File: config.mk
export PLATFORM = sky130hd
export DESIGN_NAME = msrh_l2_req_arbiter
export DESIGN_NICKNAME = d
export VERILOG_FILES = /design/src/rtl/msrh_lsu_pkg.sv /design/src/rtl/riscv_pkg.sv /design/src/rtl/msrh_l2_req_arbiter.sv
export SDC_FILE = /design/constraint.sdc
export NUM_CORES = 1
export LEC_CHECK = 0
export CORE_AREA = 2 2 327 329
export CTS_CLUSTER_DIAMETER = 30
export DETAILED_ROUTE_END_ITERATION = 8
export DIE_AREA = 0 0 329 331
export PLACE_DENSITY = 0.34
export SLEW_MARGIN = 10
export SYNTH_ARGS = -nofsm -noshare
export SYNTH_HDL_FRONTEND = slang
export SYNTH_SLANG_ARGS = --single-unit
File: constraint.sdc
create_clock -name i_clk -period 14.9 [get_ports i_clk]
set_input_delay 1.49 -clock i_clk [delete_from_list [all_inputs] [get_ports i_clk]]
set_output_delay 1.49 -clock i_clk [all_outputs]
set_load 0.01 [all_outputs]
File: src/rtl/msrh_lsu_pkg.sv
// LSU / L2 interface widths and memory command encoding.
package msrh_lsu_pkg;

    localparam int unsigned ICACHE_DATA_W = 64;
    localparam int unsigned L2_CMD_TAG_W  = 4;

    typedef enum logic [1:0] {
        M_XRD = 2'd0,
        M_XWR = 2'd1
    } mem_cmd_t;

endpackage

File: src/rtl/riscv_pkg.sv
// RISC-V platform widths shared across the memory subsystem.
package riscv_pkg;

    localparam int unsigned PADDR_W = 56;

endpackage

File: src/rtl/msrh_l2_req_arbiter.sv
// Three-port round-robin arbiter onto a single L2 request channel, with
// response routing back to the requester encoded in the top two tag bits.
module msrh_l2_req_arbiter #(
    parameter int unsigned DATA_W = msrh_lsu_pkg::ICACHE_DATA_W,
    parameter int unsigned TAG_W  = msrh_lsu_pkg::L2_CMD_TAG_W,
    parameter int unsigned ADDR_W = riscv_pkg::PADDR_W
) (
    input  logic                      i_clk,
    input  logic                      i_reset,

    input  logic                      i_p0_req_valid,
    input  msrh_lsu_pkg::mem_cmd_t    i_p0_req_cmd,
    input  logic [ADDR_W-1:0]         i_p0_req_addr,
    input  logic [TAG_W-1:0]          i_p0_req_tag,
    input  logic [DATA_W-1:0]         i_p0_req_data,
    input  logic [DATA_W/8-1:0]       i_p0_req_byte_en,
    output logic                      o_p0_req_ready,
    output logic                      o_p0_resp_valid,
    output logic [TAG_W-1:0]          o_p0_resp_tag,
    output logic [DATA_W-1:0]         o_p0_resp_data,
    input  logic                      i_p0_resp_ready,

    input  logic                      i_p1_req_valid,
    input  msrh_lsu_pkg::mem_cmd_t    i_p1_req_cmd,
    input  logic [ADDR_W-1:0]         i_p1_req_addr,
    input  logic [TAG_W-1:0]          i_p1_req_tag,
    input  logic [DATA_W-1:0]         i_p1_req_data,
    input  logic [DATA_W/8-1:0]       i_p1_req_byte_en,
    output logic                      o_p1_req_ready,
    output logic                      o_p1_resp_valid,
    output logic [TAG_W-1:0]          o_p1_resp_tag,
    output logic [DATA_W-1:0]         o_p1_resp_data,
    input  logic                      i_p1_resp_ready,

    input  logic                      i_p2_req_valid,
    input  msrh_lsu_pkg::mem_cmd_t    i_p2_req_cmd,
    input  logic [ADDR_W-1:0]         i_p2_req_addr,
    input  logic [TAG_W-1:0]          i_p2_req_tag,
    input  logic [DATA_W-1:0]         i_p2_req_data,
    input  logic [DATA_W/8-1:0]       i_p2_req_byte_en,
    output logic                      o_p2_req_ready,
    output logic                      o_p2_resp_valid,
    output logic [TAG_W-1:0]          o_p2_resp_tag,
    output logic [DATA_W-1:0]         o_p2_resp_data,
    input  logic                      i_p2_resp_ready,

    output logic                      o_l2_req_valid,
    output msrh_lsu_pkg::mem_cmd_t    o_l2_req_cmd,
    output logic [ADDR_W-1:0]         o_l2_req_addr,
    output logic [TAG_W+1:0]          o_l2_req_tag,
    output logic [DATA_W-1:0]         o_l2_req_data,
    output logic [DATA_W/8-1:0]       o_l2_req_byte_en,
    input  logic                      i_l2_req_ready,

    input  logic                      i_l2_resp_valid,
    input  logic [TAG_W+1:0]          i_l2_resp_tag,
    input  logic [DATA_W-1:0]         i_l2_resp_data,
    output logic                      o_l2_resp_ready,

    output logic                      o_bad_tag_err
);

    localparam int unsigned NUM_PORTS = 3;
    localparam int unsigned BE_W      = DATA_W / 8;

    function automatic logic [1:0] wrap_add(input logic [1:0] base, input logic [1:0] off);
        logic [2:0] sum;
        sum = {1'b0, base} + {1'b0, off};
        return (sum >= 3'd3) ? 2'(sum - 3'd3) : sum[1:0];
    endfunction

    logic [NUM_PORTS-1:0]   req_valid;
    msrh_lsu_pkg::mem_cmd_t req_cmd  [NUM_PORTS];
    logic [ADDR_W-1:0]      req_addr [NUM_PORTS];
    logic [TAG_W-1:0]       req_tag  [NUM_PORTS];
    logic [DATA_W-1:0]      req_data [NUM_PORTS];
    logic [BE_W-1:0]        req_be   [NUM_PORTS];
    logic [NUM_PORTS-1:0]   resp_ready;

    assign req_valid  = {i_p2_req_valid, i_p1_req_valid, i_p0_req_valid};
    assign req_cmd    = '{i_p0_req_cmd, i_p1_req_cmd, i_p2_req_cmd};
    assign req_addr   = '{i_p0_req_addr, i_p1_req_addr, i_p2_req_addr};
    assign req_tag    = '{i_p0_req_tag, i_p1_req_tag, i_p2_req_tag};
    assign req_data   = '{i_p0_req_data, i_p1_req_data, i_p2_req_data};
    assign req_be     = '{i_p0_req_byte_en, i_p1_req_byte_en, i_p2_req_byte_en};
    assign resp_ready = {i_p2_resp_ready, i_p1_resp_ready, i_p0_resp_ready};

    // ---------------- request path ----------------
    logic                   l2_req_valid_q;
    msrh_lsu_pkg::mem_cmd_t l2_req_cmd_q;
    logic [ADDR_W-1:0]      l2_req_addr_q;
    logic [TAG_W+1:0]       l2_req_tag_q;
    logic [DATA_W-1:0]      l2_req_data_q;
    logic [BE_W-1:0]        l2_req_be_q;
    logic [1:0]             rr_ptr;

    logic       req_free;
    logic       grant_valid;
    logic [1:0] grant_port;
    logic       req_accept;
    logic [1:0] cand0;
    logic [1:0] cand1;
    logic [1:0] cand2;

    // Reset counts as free so readies during reset reflect an empty buffer.
    assign req_free = !l2_req_valid_q || i_l2_req_ready || i_reset;

    assign cand0 = rr_ptr;
    assign cand1 = wrap_add(rr_ptr, 2'd1);
    assign cand2 = wrap_add(rr_ptr, 2'd2);

    // Round-robin search starting at rr_ptr.
    always_comb begin
        grant_valid = 1'b0;
        grant_port  = 2'd0;
        if (req_valid[cand0]) begin
            grant_valid = 1'b1;
            grant_port  = cand0;
        end else if (req_valid[cand1]) begin
            grant_valid = 1'b1;
            grant_port  = cand1;
        end else if (req_valid[cand2]) begin
            grant_valid = 1'b1;
            grant_port  = cand2;
        end
    end

    assign req_accept     = grant_valid && req_free;
    assign o_p0_req_ready = req_accept && (grant_port == 2'd0);
    assign o_p1_req_ready = req_accept && (grant_port == 2'd1);
    assign o_p2_req_ready = req_accept && (grant_port == 2'd2);

    always_ff @(posedge i_clk) begin
        if (i_reset) begin
            l2_req_valid_q <= 1'b0;
            rr_ptr         <= 2'd0;
        end else if (req_accept) begin
            l2_req_valid_q <= 1'b1;
            rr_ptr         <= wrap_add(grant_port, 2'd1);
        end else if (i_l2_req_ready) begin
            l2_req_valid_q <= 1'b0;
        end
    end

    // Payload needs no reset; it is qualified by l2_req_valid_q.
    always_ff @(posedge i_clk) begin
        if (req_accept) begin
            l2_req_cmd_q  <= req_cmd[grant_port];
            l2_req_addr_q <= req_addr[grant_port];
            l2_req_tag_q  <= {grant_port, req_tag[grant_port]};
            l2_req_data_q <= req_data[grant_port];
            l2_req_be_q   <= req_be[grant_port];
        end
    end

    assign o_l2_req_valid   = l2_req_valid_q;
    assign o_l2_req_cmd     = l2_req_cmd_q;
    assign o_l2_req_addr    = l2_req_addr_q;
    assign o_l2_req_tag     = l2_req_tag_q;
    assign o_l2_req_data    = l2_req_data_q;
    assign o_l2_req_byte_en = l2_req_be_q;

    // ---------------- response path ----------------
    logic [NUM_PORTS-1:0] resp_vld_q;
    logic [TAG_W-1:0]     resp_tag_q;
    logic [DATA_W-1:0]    resp_data_q;
    logic                 bad_tag_q;

    logic [1:0]           in_port;
    logic [NUM_PORTS-1:0] in_dec;
    logic                 resp_drain;
    logic                 resp_load;

    assign in_port = i_l2_resp_tag[TAG_W+1:TAG_W];

    // Port ID 3 decodes to no target, so the entry is accepted and dropped.
    always_comb begin
        in_dec = '0;
        case (in_port)
            2'd0:    in_dec = 3'b001;
            2'd1:    in_dec = 3'b010;
            2'd2:    in_dec = 3'b100;
            default: in_dec = 3'b000;
        endcase
    end

    assign resp_drain      = |(resp_vld_q & resp_ready);
    assign o_l2_resp_ready = ~|resp_vld_q || resp_drain;
    assign resp_load       = i_l2_resp_valid && o_l2_resp_ready;

    always_ff @(posedge i_clk) begin
        if (i_reset) begin
            resp_vld_q <= '0;
            bad_tag_q  <= 1'b0;
        end else if (resp_load) begin
            resp_vld_q <= in_dec;
            if (in_port == 2'd3) begin
                bad_tag_q <= 1'b1;
            end
        end else if (resp_drain) begin
            resp_vld_q <= '0;
        end
    end

    always_ff @(posedge i_clk) begin
        if (resp_load) begin
            resp_tag_q  <= i_l2_resp_tag[TAG_W-1:0];
            resp_data_q <= i_l2_resp_data;
        end
    end

    assign o_p0_resp_valid = resp_vld_q[0];
    assign o_p1_resp_valid = resp_vld_q[1];
    assign o_p2_resp_valid = resp_vld_q[2];
    assign o_p0_resp_tag   = resp_tag_q;
    assign o_p1_resp_tag   = resp_tag_q;
    assign o_p2_resp_tag   = resp_tag_q;
    assign o_p0_resp_data  = resp_data_q;
    assign o_p1_resp_data  = resp_data_q;
    assign o_p2_resp_data  = resp_data_q;
    assign o_bad_tag_err   = bad_tag_q;

endmodule
==> qor.log <==
INFO  status         outcome=completed
INFO  critical_path  worstSetupEndpointType=primary output
INFO  yosys          syn_area_per_cell=14.0um2
INFO  critical_path  cp_slowest_cell=sky130_fd_sc_hd__buf_4
INFO  yosys          yosys_register_bits=211
INFO  drt            number_of_vias_per_cell=3.30
INFO  grt            grt_start_max_net_pins=91
INFO  drt            drt_wl_total=65800um
INFO  grt            globalRoute.totalOverflow=0
INFO  yosys          netlist_instances=728
INFO  timing         final_slew_violations=0
INFO  yosys          yosysSeqAreaShare=61.3%
INFO  critical_path  critPathArrivalTime=4990ps
INFO  grt            grt.total_usage=11.4%
INFO  clocking       cts.htree.levels=3
INFO  placement      port_buffers=830
INFO  timing         final.period_utilization=43.5%
INFO  drt            wire_per_inst=22.6um
INFO  grt            first_global_vias=10500
INFO  finish         multiInputGateArea=2510um2
INFO  placement      detailedPlace.worstSlack=8340ps
INFO  timing         setup_tns=0ps
INFO  finish         layout_commonest_cell=sky130_fd_sc_hd__clkdlybuf4s50_1
INFO  finish         final_cell_mix=830 x sky130_fd_sc_hd__clkdlybuf4s50_1, 204 x sky130_fd_sc_hd__edfxtp_1, 134 x sky130_fd_sc_hd__and3_1, 134 x sky130_fd_sc_hd__a221o_1, 79 x sky130_fd_sc_hd__clkbuf_16
INFO  clocking       holdBufCountCts=0
INFO  drt            drt.antenna.violating_nets=0
INFO  floorplanning  die_width=329um
INFO  pwr            power.density_cell_area=201nW/um2
INFO  clocking       tritoncts_clock_tree=built
INFO  finish         utilization=20.4%
INFO  finish         final_net_count=1932
INFO  placement      detailedPlacementHpwl=53200um
INFO  floorplanning  start_util=9.73%
INFO  grt            initial_antenna_violation_count=6
INFO  clocking       ctsRootBufferMaster=sky130_fd_sc_hd__clkbuf_16
INFO  clocking       clk_latency=600ps
INFO  timing         tightest_slew=1120ps
INFO  floorplanning  core.rowCount=119
INFO  clocking       cts.sinks=211
INFO  worst_hold_path hp-class=register to register
INFO  finish         layout-drive-gt1-share=7.94%
INFO  grt            grt_first_pass_wirelength=85000um
INFO  drt            total_number_of_vias=9591
INFO  pwr            power=4.29mW
INFO  finish         flow.area_growth_from_synthesis=109%
INFO  pwr            power.static_leakage=7.82nW
INFO  yosys          syn-cell-area=10200um2
INFO  timing         final.setup_skew=11.2ps
INFO  yosys          synthDistinctLibCells=36
INFO  critical_path  cp_cell_sequence=clkdlybuf4s50_1 -> and4bb_1 -> o31ai_1 -> mux2_4 -> buf_4 -> nand3_1 -> inv_1 -> clkdlybuf4s50_1
INFO  timing         maximum_clock_frequency=154MHz
INFO  placement      final_weighted_congestion_in_routability_driven_placement=0.775
INFO  critical_path  worstSetupStartpointType=input pin
INFO  yosys          syn-num-nets=1212
INFO  clocking       worst_case_clock_buffer_depth=3
INFO  timing         rsz0062_at_grt=no
INFO  floorplanning  design.core.area=105000um2
INFO  clocking       postCtsSetupBuffers=0
INFO  critical_path  timing.critical_path.fanout_max=90
INFO  timing         maxSlewHeadroom=25.4%
INFO  timing         number_of_setup_violations_in_the_final_report=0
INFO  yosys          yosys_warnings=0
INFO  critical_path  worst_path_most_repeated_cell=sky130_fd_sc_hd__clkdlybuf4s50_1
INFO  timing         hold_viol=0
INFO  timing         final_critical_path_setup_slack=8420ps
INFO  job            timing.max_cap.violations=0
INFO  pwr            vdd_ir_drop_max=0.0744mV
INFO  critical_path  critical_path_required=13410ps
INFO  clocking       clk_transition_reported_paths=40ps
INFO  floorplanning  dieArea=109000um2
INFO  floorplanning  num_io_pins=831
INFO  drt            first_iter_violations=393
INFO  clocking       cts_resized=0
INFO  finish         filler_cell_count=11300
INFO  critical_path  critical-path-max-stage-delay=780ps
INFO  critical_path  class_of_the_most_critical_setup_path=input pin to primary output
INFO  finish         register_area=6270um2
INFO  drt            drt-pass1-iter-count=4
INFO  timing         post-route-min-period=6480ps
INFO  floorplanning  die_y=331um
INFO  clocking       numCtsBuffers=77
INFO  drt            remaining_drc_errors=0
[flip-flops by register name, indices dropped and copies added, names as in the netlist]
name and flops:
resp_vld_q 3, o_p0_resp_data 64, o_l2_req_valid 1, cand0 2, o_l2_req_cmd 2, o_l2_req_addr 56
o_l2_req_byte_en 8, o_bad_tag_err 1, o_l2_req_data 64, o_l2_req_tag 6, o_p0_resp_tag 4
[worst max-delay path, delay by kind of cell]
family | cells | cell delay [ps]
buf+inv | 4 | 2050
mux | 1 | 640
simple gates | 2 | 440
compound gates | 1 | 230
[layer usage]
metal / track usage (%) / up-vias / share of wire [%]
met5: 0 / - / 0.062
met4: 3.80 / 6 / 2.0
met3: 5.60 / 87 / 11
met2: 20.4 / 560 / 51
met1: 11.4 / 4653 / 35
li1: - / 4285 / -
[synth_stat cells]
library cell               count  area [um2]
sky130_fd_sc_hd__a222oi_1      1        10.0
sky130_fd_sc_hd__buf_2         8        40.0
sky130_fd_sc_hd__nor3b_1       1        7.51
sky130_fd_sc_hd__o22ai_1       1        6.26
sky130_fd_sc_hd__clkbuf_1     30         113
sky130_fd_sc_hd__edfxtp_1    204        6130
sky130_fd_sc_hd__o21ai_1       1        5.00
sky130_fd_sc_hd__nand3_1       1        5.00
sky130_fd_sc_hd__and4bb_1      1        12.5
sky130_fd_sc_hd__a32oi_1       3        26.3
sky130_fd_sc_hd__mux2_4        1        15.0
sky130_fd_sc_hd__a22oi_1       2        15.0
sky130_fd_sc_hd__nor3_1        1        5.00
sky130_fd_sc_hd__inv_2         2        7.51
sky130_fd_sc_hd__a221o_1     134        1340
sky130_fd_sc_hd__o32a_1        1        10.0
sky130_fd_sc_hd__ha_1          2        25.0
sky130_fd_sc_hd__nand2b_1      3        18.8
sky130_fd_sc_hd__a221oi_1      1        8.76
sky130_fd_sc_hd__and3_1      134         838
sky130_fd_sc_hd__a21oi_1       2        10.0
sky130_fd_sc_hd__a311oi_2      1        15.0
sky130_fd_sc_hd__buf_1         1        3.75
sky130_fd_sc_hd__and2_1        1        6.26
sky130_fd_sc_hd__nand3b_1      1        7.51
sky130_fd_sc_hd__buf_6        21         236
sky130_fd_sc_hd__mux2i_1       3        30.0
sky130_fd_sc_hd__o31ai_1       2        15.0
sky130_fd_sc_hd__nand2_1       2        7.51
sky130_fd_sc_hd__a31oi_1       1        6.26
sky130_fd_sc_hd__nor2b_1       2        12.5
sky130_fd_sc_hd__nor2_1        7        26.3
sky130_fd_sc_hd__buf_4       137        1030
sky130_fd_sc_hd__inv_1         7        26.3
sky130_fd_sc_hd__dfxtp_1       7         140
sky130_fd_sc_hd__a211oi_1      1        7.51
[cell type report]
| type | instances | area share (%) |
|---|---|---|
| diodes | 3 | 0.0351 |
| clock buffers | 97 | 9.57 |
| clock inverters | 46 | 1.84 |
| inverters | 9 | 0.205 |
| multi-input cells | 311 | 11.7 |
| flip-flops and latches | 211 | 29.3 |
| well taps | 1391 | 8.14 |
| repair buffers | 838 | 39.2 |
[metrics by stage]
step	area [um2]	hold WS (ps)	std cells
4_1_cts	21400	468	2903
3_5_place_dp	18900	455	2760
2_1_floorplan	10200	500	728
6_report	21400	470	2906
3_3_place_gp	18900	462	2760
5_1_grt	21400	503	2904
[final timing paths]
check | startpoint | to | slack [ps] | cells past startpoint
worst max register to register | cand0[0] | o_l2_req_byte_en[5] | 10830 | 7
worst min-delay path | o_bad_tag_err | o_bad_tag_err | 470 | 2
worst max-delay path | i_p2_req_valid | o_p0_req_ready | 8420 | 8
worst min register to register | o_bad_tag_err | o_bad_tag_err | 470 | 2
[cell families (layout without fill, tap and decap cells)]
logic type	after synthesis	count (layout)	synth area share, %
multiplexers	4	4	0.441
AO/OA/AOI/OAI	151	151	14.5
adder cells (fa/ha/maj)	2	2	0.245
flip-flops	211	211	61.3
AND/OR/NAND/NOR	154	154	9.27
other	0	3	0
buffers and inverters	206	990	14.2
[report_power, final]
group / internal, mW / leakage, nW / switching (mW)
sequential: 1.00 / 2.12 / 0.112
clock: 1.06 / 1.17 / 0.443
combinational: 0.786 / 4.53 / 0.889
(Power assumes the default switching activity.)
